--- src/rtl/ddr3_cmd_scheduler.sv ---
// ddr3_cmd_scheduler
// Open-row command scheduler in front of a DDR3 command state machine.
// Two requesters are arbitrated round-robin. A hit on the open row issues
// READ/WRITE with tCCD spacing. A miss precharges all banks and then
// activates the new row. A periodic refresh (every tREFI cycles) pre-empts
// requests at every decision point.
//
// Ports:
//   CLK, RESET            : clock (rising edge) and synchronous active-high reset
//   req_valid/req_write   : per-requester valid and write(1)/read(0)
//   req_bank/row/col      : packed {r1, r0} addresses
//   req_ready             : one-cycle accept strobe, aligned with READ/WRITE
//   ACT/PRE/REF/WRITE/READ: one-cycle command pulses (mutually exclusive)
//   Addr_Row/Addr_Column  : row for ACT, column for READ/WRITE
//   BA_in                 : bank for ACT/READ/WRITE
//   A_10, A_12            : all-bank precharge flag, burst-length select
//   busy                  : high whenever the scheduler is not IDLE
//
// Every output is registered. The output and state registers are loaded
// together from the next-state decision. As a result, a command pulse is
// high during the cycle in which the FSM occupies the matching state.
module ddr3_cmd_scheduler #(
  parameter int tRCD  = 3,
  parameter int tRP   = 3,
  parameter int tRFC  = 10,
  parameter int tREFI = 100,
  parameter int tCCD  = 4
) (
  input  logic        CLK,
  input  logic        RESET,
  input  logic [1:0]  req_valid,
  input  logic [1:0]  req_write,
  input  logic [5:0]  req_bank,
  input  logic [29:0] req_row,
  input  logic [19:0] req_col,
  output logic [1:0]  req_ready,
  output logic        ACT,
  output logic        PRE,
  output logic        REF,
  output logic        WRITE,
  output logic        READ,
  output logic [14:0] Addr_Row,
  output logic [9:0]  Addr_Column,
  output logic [2:0]  BA_in,
  output logic        A_10,
  output logic        A_12,
  output logic        busy
);

  localparam int M1       = (tRCD > tRP) ? tRCD : tRP;
  localparam int M2       = (M1 > tRFC) ? M1 : tRFC;
  localparam int WAIT_MAX = (M2 > tCCD) ? M2 : tCCD;
  localparam int CW       = $clog2(WAIT_MAX + 1);
  localparam int TW       = $clog2(tREFI + 1);

  localparam logic [CW-1:0] RCD_LAST   = CW'(tRCD - 1);
  localparam logic [CW-1:0] RP_LAST    = CW'(tRP - 1);
  localparam logic [CW-1:0] RFC_LAST   = CW'(tRFC - 1);
  localparam logic [CW-1:0] CCD_LOAD   = CW'(tCCD - 1);
  localparam logic [CW-1:0] CNT_MAX    = CW'(WAIT_MAX);
  localparam logic [TW-1:0] TREFI_LAST = TW'(tREFI - 1);

  typedef enum logic [2:0] {
    IDLE, ACTIVATE, ACT_WAIT, OPEN, PRECHARGE, PRE_WAIT, REFRESH, REF_WAIT
  } state_t;

  state_t        state_r, state_s;
  logic [CW-1:0] wait_cnt_r, ccd_cnt_r;
  logic [TW-1:0] refi_cnt_r;
  logic          ref_pending_r, open_r, prio_r;
  logic [2:0]    open_bank_r;
  logic [14:0]   open_row_r;

  logic [1:0]  avail_s, ready_s;
  logic        winner_s, w_write_s, hit_s, any_s;
  logic [2:0]  w_bank_s;
  logic [14:0] w_row_s;
  logic [9:0]  w_col_s;
  logic        idle_dec_s, open_dec_s;
  logic        act_s, pre_s, ref_s, wr_s, rd_s, a10_s, a12_s, open_s, prio_s;
  logic [14:0] row_s, orow_s;
  logic [9:0]  col_s;
  logic [2:0]  ba_s, obank_s;

  // Round-robin winner select. A requester being strobed this cycle is
  // already consumed, so it is masked out of the decision.
  always_comb begin
    avail_s = req_valid & ~req_ready;
    any_s   = |avail_s;
    if (avail_s == 2'b11) begin
      winner_s = prio_r;
    end else begin
      winner_s = avail_s[1];
    end
    w_bank_s  = winner_s ? req_bank[5:3]   : req_bank[2:0];
    w_row_s   = winner_s ? req_row[29:15]  : req_row[14:0];
    w_col_s   = winner_s ? req_col[19:10]  : req_col[9:0];
    w_write_s = winner_s ? req_write[1]    : req_write[0];
    hit_s     = open_r && (w_bank_s == open_bank_r) && (w_row_s == open_row_r);
  end

  // Next-state and next-output decision.
  always_comb begin
    state_s    = state_r;
    idle_dec_s = 1'b0;
    open_dec_s = 1'b0;
    act_s      = 1'b0;
    pre_s      = 1'b0;
    ref_s      = 1'b0;
    wr_s       = 1'b0;
    rd_s       = 1'b0;
    a10_s      = 1'b0;
    a12_s      = 1'b0;
    ready_s    = 2'b00;
    row_s      = Addr_Row;
    col_s      = Addr_Column;
    ba_s       = BA_in;
    open_s     = open_r;
    obank_s    = open_bank_r;
    orow_s     = open_row_r;
    prio_s     = prio_r;

    case (state_r)
      IDLE:      idle_dec_s = 1'b1;
      ACTIVATE:  state_s = ACT_WAIT;
      // The last wait cycle already decides the column command, so that the
      // command lands exactly tRCD cycles after ACT.
      ACT_WAIT: begin
        if (wait_cnt_r == RCD_LAST) begin
          open_dec_s = 1'b1;
        end else begin
          state_s = ACT_WAIT;
        end
      end
      OPEN:      open_dec_s = 1'b1;
      PRECHARGE: state_s = PRE_WAIT;
      PRE_WAIT: begin
        if (wait_cnt_r == RP_LAST) begin
          idle_dec_s = 1'b1;
        end else begin
          state_s = PRE_WAIT;
        end
      end
      REFRESH:   state_s = REF_WAIT;
      REF_WAIT: begin
        if (wait_cnt_r != RFC_LAST) begin
          state_s = REF_WAIT;
        end else if (ref_pending_r) begin
          state_s = REFRESH;
          ref_s   = 1'b1;
        end else begin
          state_s = IDLE;
        end
      end
      default:   state_s = IDLE;
    endcase

    // With all banks closed, refresh first, otherwise open the winner's row.
    if (idle_dec_s) begin
      if (ref_pending_r) begin
        state_s = REFRESH;
        ref_s   = 1'b1;
      end else if (any_s) begin
        state_s = ACTIVATE;
        act_s   = 1'b1;
        row_s   = w_row_s;
        ba_s    = w_bank_s;
        open_s  = 1'b1;
        obank_s = w_bank_s;
        orow_s  = w_row_s;
      end else begin
        state_s = IDLE;
      end
    end else begin
      idle_dec_s = 1'b0;
    end

    // Row open: refresh or a miss closes it, and a hit issues a column command once tCCD allows.
    if (open_dec_s) begin
      if (ref_pending_r || (any_s && !hit_s)) begin
        state_s = PRECHARGE;
        pre_s   = 1'b1;
        a10_s   = 1'b1;
        open_s  = 1'b0;
      end else if (any_s && (ccd_cnt_r == {CW{1'b0}})) begin
        state_s           = OPEN;
        wr_s              = w_write_s;
        rd_s              = !w_write_s;
        col_s             = w_col_s;
        ba_s              = w_bank_s;
        a12_s             = 1'b1;
        ready_s[winner_s] = 1'b1;
        prio_s            = !winner_s;
      end else begin
        state_s = OPEN;
      end
    end else begin
      open_dec_s = 1'b0;
    end
  end

  // State, timers and registered outputs.
  always_ff @(posedge CLK) begin
    if (RESET) begin
      state_r       <= IDLE;
      wait_cnt_r    <= {CW{1'b0}};
      ccd_cnt_r     <= {CW{1'b0}};
      refi_cnt_r    <= {TW{1'b0}};
      ref_pending_r <= 1'b0;
      open_r        <= 1'b0;
      open_bank_r   <= 3'd0;
      open_row_r    <= 15'd0;
      prio_r        <= 1'b0;
      req_ready     <= 2'b00;
      ACT           <= 1'b0;
      PRE           <= 1'b0;
      REF           <= 1'b0;
      WRITE         <= 1'b0;
      READ          <= 1'b0;
      Addr_Row      <= 15'd0;
      Addr_Column   <= 10'd0;
      BA_in         <= 3'd0;
      A_10          <= 1'b0;
      A_12          <= 1'b0;
      busy          <= 1'b0;
    end else begin
      state_r     <= state_s;
      open_r      <= open_s;
      open_bank_r <= obank_s;
      open_row_r  <= orow_s;
      prio_r      <= prio_s;
      req_ready   <= ready_s;
      ACT         <= act_s;
      PRE         <= pre_s;
      REF         <= ref_s;
      WRITE       <= wr_s;
      READ        <= rd_s;
      Addr_Row    <= row_s;
      Addr_Column <= col_s;
      BA_in       <= ba_s;
      A_10        <= a10_s;
      A_12        <= a12_s;
      busy        <= (state_s != IDLE);

      // Counts cycles since the last ACT/PRE/REF pulse and saturates, so it never wraps inside a wait.
      if (act_s || pre_s || ref_s) begin
        wait_cnt_r <= {CW{1'b0}};
      end else if (wait_cnt_r != CNT_MAX) begin
        wait_cnt_r <= wait_cnt_r + CW'(1);
      end else begin
        wait_cnt_r <= wait_cnt_r;
      end

      // A column command is allowed again when this counter reaches zero.
      if (wr_s || rd_s) begin
        ccd_cnt_r <= CCD_LOAD;
      end else if (ccd_cnt_r != {CW{1'b0}}) begin
        ccd_cnt_r <= ccd_cnt_r - CW'(1);
      end else begin
        ccd_cnt_r <= ccd_cnt_r;
      end

      // A wrap sets the request. If REF issues in the same cycle, the wrap still wins.
      if (refi_cnt_r == TREFI_LAST) begin
        refi_cnt_r    <= {TW{1'b0}};
        ref_pending_r <= 1'b1;
      end else begin
        refi_cnt_r    <= refi_cnt_r + TW'(1);
        ref_pending_r <= ref_pending_r && !ref_s;
      end
    end
  end

endmodule

--- config.mk ---
export PLATFORM = sky130hd
export DESIGN_NAME = ddr3_cmd_scheduler
export DESIGN_NICKNAME = d
export VERILOG_FILES = /design/src/rtl/ddr3_cmd_scheduler.sv
export SDC_FILE = /design/constraint.sdc
export NUM_CORES = 1
export LEC_CHECK = 0
export CORE_MARGIN = 8
export CORE_UTILIZATION = 55
export CTS_BUF_LIST = sky130_fd_sc_hd__clkbuf_2
export DETAILED_ROUTE_END_ITERATION = 8
export DONT_BUFFER_PORTS = 1
export PLACE_DENSITY = 0.7
export SLEW_MARGIN = 20
export SYNTH_ARGS = -nofsm -noshare
export SYNTH_HDL_FRONTEND = slang
export SYNTH_SLANG_ARGS = --single-unit
--- constraint.sdc ---
create_clock -name CLK -period 2.7 [get_ports CLK]
set_input_delay 0.405 -clock CLK [delete_from_list [all_inputs] [get_ports CLK]]
set_output_delay 0.405 -clock CLK [all_outputs]
set_load 0.005 [all_outputs]
After elaboration in Yosys (flattened, before gate mapping)
Cells that the tools add are included.

Register bits after elaboration: 61. Input port bits: 62.

$add $sub $neg: 3. Order comparisons: 2. Eq/ne operators: 14. Multiplexer cells: 51. Bitwise operators: 6. Reduce and logical (&&, ||, !) cells: 27.

Operator list (count): $mux 3 (15); $mux 1 (28); $pmux 3 s6 (1); $eq 15x15->1 (1); $mux 15 (1); $eq 3x3->1 const B (4); $mux 10 (1); $ne 4x4->1 const B (2); $reduce_or 2->1 (4); $add 7x1->7 const B (1); $eq 7x7->1 const B (1); $eq 3x2->1 const B (2); $logic_and 1x1->1 (6); $reduce_and 3->1 (2); $add 4x1->4 const B (1); $eq 4x2->1 const B (1); $logic_not 1->1 (4); $logic_not 4->1 (1); $logic_or 1x1->1 (4); $mux 2 (2); $not 1->1 (4); $pmux 1 s2 (2); $reduce_bool 4->1 (1); $reduce_or 4->1 (1); 13 further kinds (13).

Longest topological paths before layout
Depth in word-level cells: 16. Mapped depth: 11.

Worst setup path after synthesis
Ideal clock, no wire load.

Kind: input to register. Start: in req_valid[0]. End: reg BA_in[0]. Arrival time: 2359 ps. Data required time: 2579 ps. Path slack: 219 ps. Stages on the path: 10. Cell sequence: or3b_1 buf_2 buf_6 nand3_1 a21o_1 nand4b_4 nor4_4 nand4_4 nor2b_4 mux2_4.

Cells in the longest elaborated chain, start to end: 12. Elaborated cells on any way between the ends: 20.

Ends and longest elaborated chain: start: declaration (line 31) `input logic [1:0] req_valid,`; $and 2x2->2 * (line 88) `avail_s = req_valid & ~req_ready;`; branches (longest 10 deep; another with $mux 15); $mux 3 * (line 179) `if (open_dec_s) begin`; end signal: assignment (line 240) `BA_in <= ba_s;`; end: declaration (line 44) `output logic [2:0] BA_in,`.

Every way passes the cells marked *. A chain may end at the register's enable or synchronous reset.

Final worst setup path
Start: reg prio_r. End: reg wait_cnt_r[3].

Cells in the longest elaborated chain, start to end: 13. Elaborated cells on any way between the ends: 15.

Ends and longest elaborated chain: start: declaration (line 70) `logic ref_pending_r, open_r, prio_r;`; start signal: assignment (line 231) `prio_r <= prio_s;`; $mux 1 * (line 90) `if (avail_s == 2'b11) begin`; branches (longest 3 deep; another with $mux 15); $logic_and 1x1->1 * (line 99) `hit_s = open_r && (w_bank_s == open_bank_r) && (w_row_s == open_row_r);`; $logic_not 1->1 * (line 180) `if (ref_pending_r || (any_s && !hit_s)) begin`; $logic_and 1x1->1 * (line 180); $logic_or 1x1->1 * (line 180); $mux 1 * (line 180); $mux 1 * (line 179); $logic_or 1x1->1 * (2 in series) (line 246) `if (act_s || pre_s || ref_s) begin`; $reduce_or 2->1 (no line) *; end signal: assignment (line 247) `wait_cnt_r <= {CW{1'b0}};`; end signal: assignment (line 249) `wait_cnt_r <= wait_cnt_r + CW'(1);`; end signal: assignment (line 251) `wait_cnt_r <= wait_cnt_r;`; end: declaration (line 68) `logic [CW-1:0] wait_cnt_r, ccd_cnt_r;`.

Marked as above.

==> metrics <==
status finished, final reports clean; #FFs+latches synth 61; Core Region 5570 um^2; Data arrival, critical path 2.93 ns; die outline area 8520 um^2; root buffer cell clkbuf_2; synth unique cells 53; Slew @ Worst Pin 0.427 ns; clock skew 0.0201 ns; met1 Usage GRT 0.224; clock latency on the worst-skew pair 0.46 ns; CP Capture Type flop; LEAKAGE 1.44 nW; die height 92.3 um; Top Ports 100; layout cells sized above 1 0.154; predominant post-synthesis flop cell dfxtp_1; Vias/cell 6.00; Req. time, crit path 3.05 ns; drt total wl 7860 um; ant diodes 0; Final Power 0.00243 W; pin count of the biggest net entering global routing 40; site row count 27; Area Growth Syn to Fin 7.89%; vias 2686; Remaining DRCs 0; relative slew slack 0.714; Bufs and invs on worst path 3; CTS tree done; met3 Use GR 0.0686; CTS H-Tree Depth 3; syn avg cell area 8.68 um^2; global route overflow 0; GRT Overall Usage 0.186; cts bufs inserted 9; die span in x 92.3 um; CP max-delay cell dfxtp_1; CP delay by family, top simple AND/OR/NAND/NOR gates; Most Crowded Layer GR met2; Initial Util 0.574; CP dominant cell by count buf_4; drt pass-1 iters 6; met2 usage 0.296; first-pass GRT wire length 13100 um; max cap viols 0; CP Launch Type flop; routability cong. 0.850; syn nets 437; Post-synth EDFFs 0; Worst-path clk slew 0.17 ns; Post-synth ARST share 0; HP Class input pin to flop; Max VDD drop 393 uV; crit share post-route 0.954; Seq/Total Area, Yosys 0.381; slowest cell delay on critical path 0.38 ns; maximum root-to-sink buffer count 2; worst setup path class flop to flop; Fin. Hold Viols 0; count of buffers from port buffering 0; DRT antenna net count 0; Synth Cell Area 3200 um^2; vias in the first global route 2794; Routed WL per cell 17.5 um; CTS sink cnt 61; CP cell instances or3b_1 -> buf_4 -> nand2_2 -> mux2i_1 -> xnor2_1 -> nor3_2 -> buf_4 -> a31oi_1 -> o21ai_2 -> buf_4 -> and3_1; fin. max-slew vios 0; initial antenna violation count 0; Final setup violation count 0; RSZ-0062 raised after global routing yes; fmax 388 MHz; nets 439; CP max FO 18; drt initial violations 160; Filler cells 512; synth warn 0; fin crit period 2.58 ns; Final HPWL DP 5780 um; post-synthesis cell count 369; sum of negative setup slack 0 ns; Pwr Density 703 nW/um^2
## Yosys cell counts, types with 4 or more instances
library cell,count,area (um^2)
nor2_1,57,214
clkbuf_1,13,48.8
a31oi_1,4,25.0
nor2b_1,7,43.8
a21o_1,5,37.5
nor4_1,4,25.0
nand2_1,15,56.3
nor3_1,5,25.0
and2_1,5,31.3
o21ai_1,5,25.0
a21oi_1,19,95.1
inv_1,7,26.3
xor2_1,4,35.0
ha_1,6,75.1
a311oi_1,14,123
mux2_2,11,124
mux2i_1,15,150
dfxtp_1,61,1220
o21ai_0,14,70.1
xnor2_1,8,70.1
a211oi_1,7,52.6
nand3_1,26,130
and3_1,12,75.1
## worst reg2reg max path, stage by stage (launching register included)
cell and delay, ns:
dfxtp_1 0.38, or3b_1 0.37, buf_4 0.21, nand2_2 0.17, mux2i_1 0.34, xnor2_1 0.17
nor3_2 0.05, buf_4 0.15, a31oi_1 0.22, o21ai_2 0.11, buf_4 0.16, and3_1 0.14
## power by group
part | leakage [nW] | internal (W) | switching (W)
clock | 0.0857 | 0.000311 | 0.000314
combinational | 0.854 | 0.000294 | 0.000362
sequential | 0.500 | 0.00102 | 0.000128
total | 1.44 | 0.00163 | 0.000803
## cell families (layout without fill, tap and decap cells)
logic type,count (synthesis),after routing,synth area share
AND/OR/NAND/NOR,156,156,0.269
AO/OA/AOI/OAI,75,75,0.151
flip-flops,61,61,0.381
buffers and inverters,30,37,0.0422
adder cells (fa/ha/maj),6,6,0.0234
multiplexers,29,29,0.0996
XOR/XNOR,12,12,0.0328
## repair_timing
action,in CTS,in global routing
hold buffers,1,0
hold endpoints to repair,39,0
resized for setup,0,9
setup endpoints to repair,0,26
buffers inserted,0,3
## registers in the layout, indices dropped and copies added, names as in the netlist, 2 cells and up
| name | count |
|---|---|
| open_row_r | 15 |
| Addr_Column | 10 |
| refi_cnt_r | 7 |
| ccd_cnt_r | 4 |
| wait_cnt_r | 4 |
| BA_in | 3 |
| open_bank_r | 3 |
| state_r | 3 |
| req_ready | 2 |
## per-layer routing
metal,vias to the layer above,part of all wire
met4,0,0.016
li1,1333,-
met3,13,0.094
met1,1248,0.44
met2,92,0.45
met5,-,0
## final cells by class
cell class	instances	area [um^2]	share of cell area
clock buffers	11	55.1	0.0159
clock inverters	5	75.1	0.0217
inverters	7	26.3	0.00761
multi-input cells	278	1860	0.537
flip-flops and latches	61	1220	0.353
well taps	72	90.1	0.0261
repair buffers	14	130	0.0377
## worst paths after layout
path,slack [ns],to,cells after the start,startpoint
setup / recovery,0.12,wait_cnt_r[3]$_SDFFE_PP0P_,11,prio_r$_SDFFE_PP0P_
setup reg to reg,0.12,wait_cnt_r[3]$_SDFFE_PP0P_,11,prio_r$_SDFFE_PP0P_
hold reg to reg,0.49,refi_cnt_r[0]$_SDFF_PP0_,1,refi_cnt_r[0]$_SDFF_PP0_
hold / removal,0.09,open_row_r[1]$_SDFFE_PP0P_,2,req_row[16]
## through the flow
step / area, um^2 / hold WS, ns / util / setup slack (ns) / instances
after global routing: 3450 / 0.0766 / 0.620 / -0.0258 / 448
after floorplan: 3200 / 0.430 / - / 0.219 / 369
final: 3450 / 0.0938 / 0.620 / 0.125 / 448
after detailed placement: 3270 / 0.462 / 0.587 / 0.0194 / 428
after global placement: 3270 / 0.446 / 0.587 / 0.130 / 428
after CTS: 3420 / 0.0553 / 0.614 / 0.00934 / 445
## cell usage in the layout, fill, tap and decap left out, drive strengths merged, types with 11 or more instances in the layout
| master | n |
|---|---|
| dfxtp | 61 |
| nor2 | 57 |
| nand3 | 27 |
| o21ai | 20 |
| a21oi | 19 |
| nand2 | 16 |
| mux2i | 15 |
| a311oi | 14 |
| buf | 14 |
| mux2 | 14 |
| and3 | 12 |
| clkbuf | 11 |
Note: power is estimated with default switching activity, not from simulation.
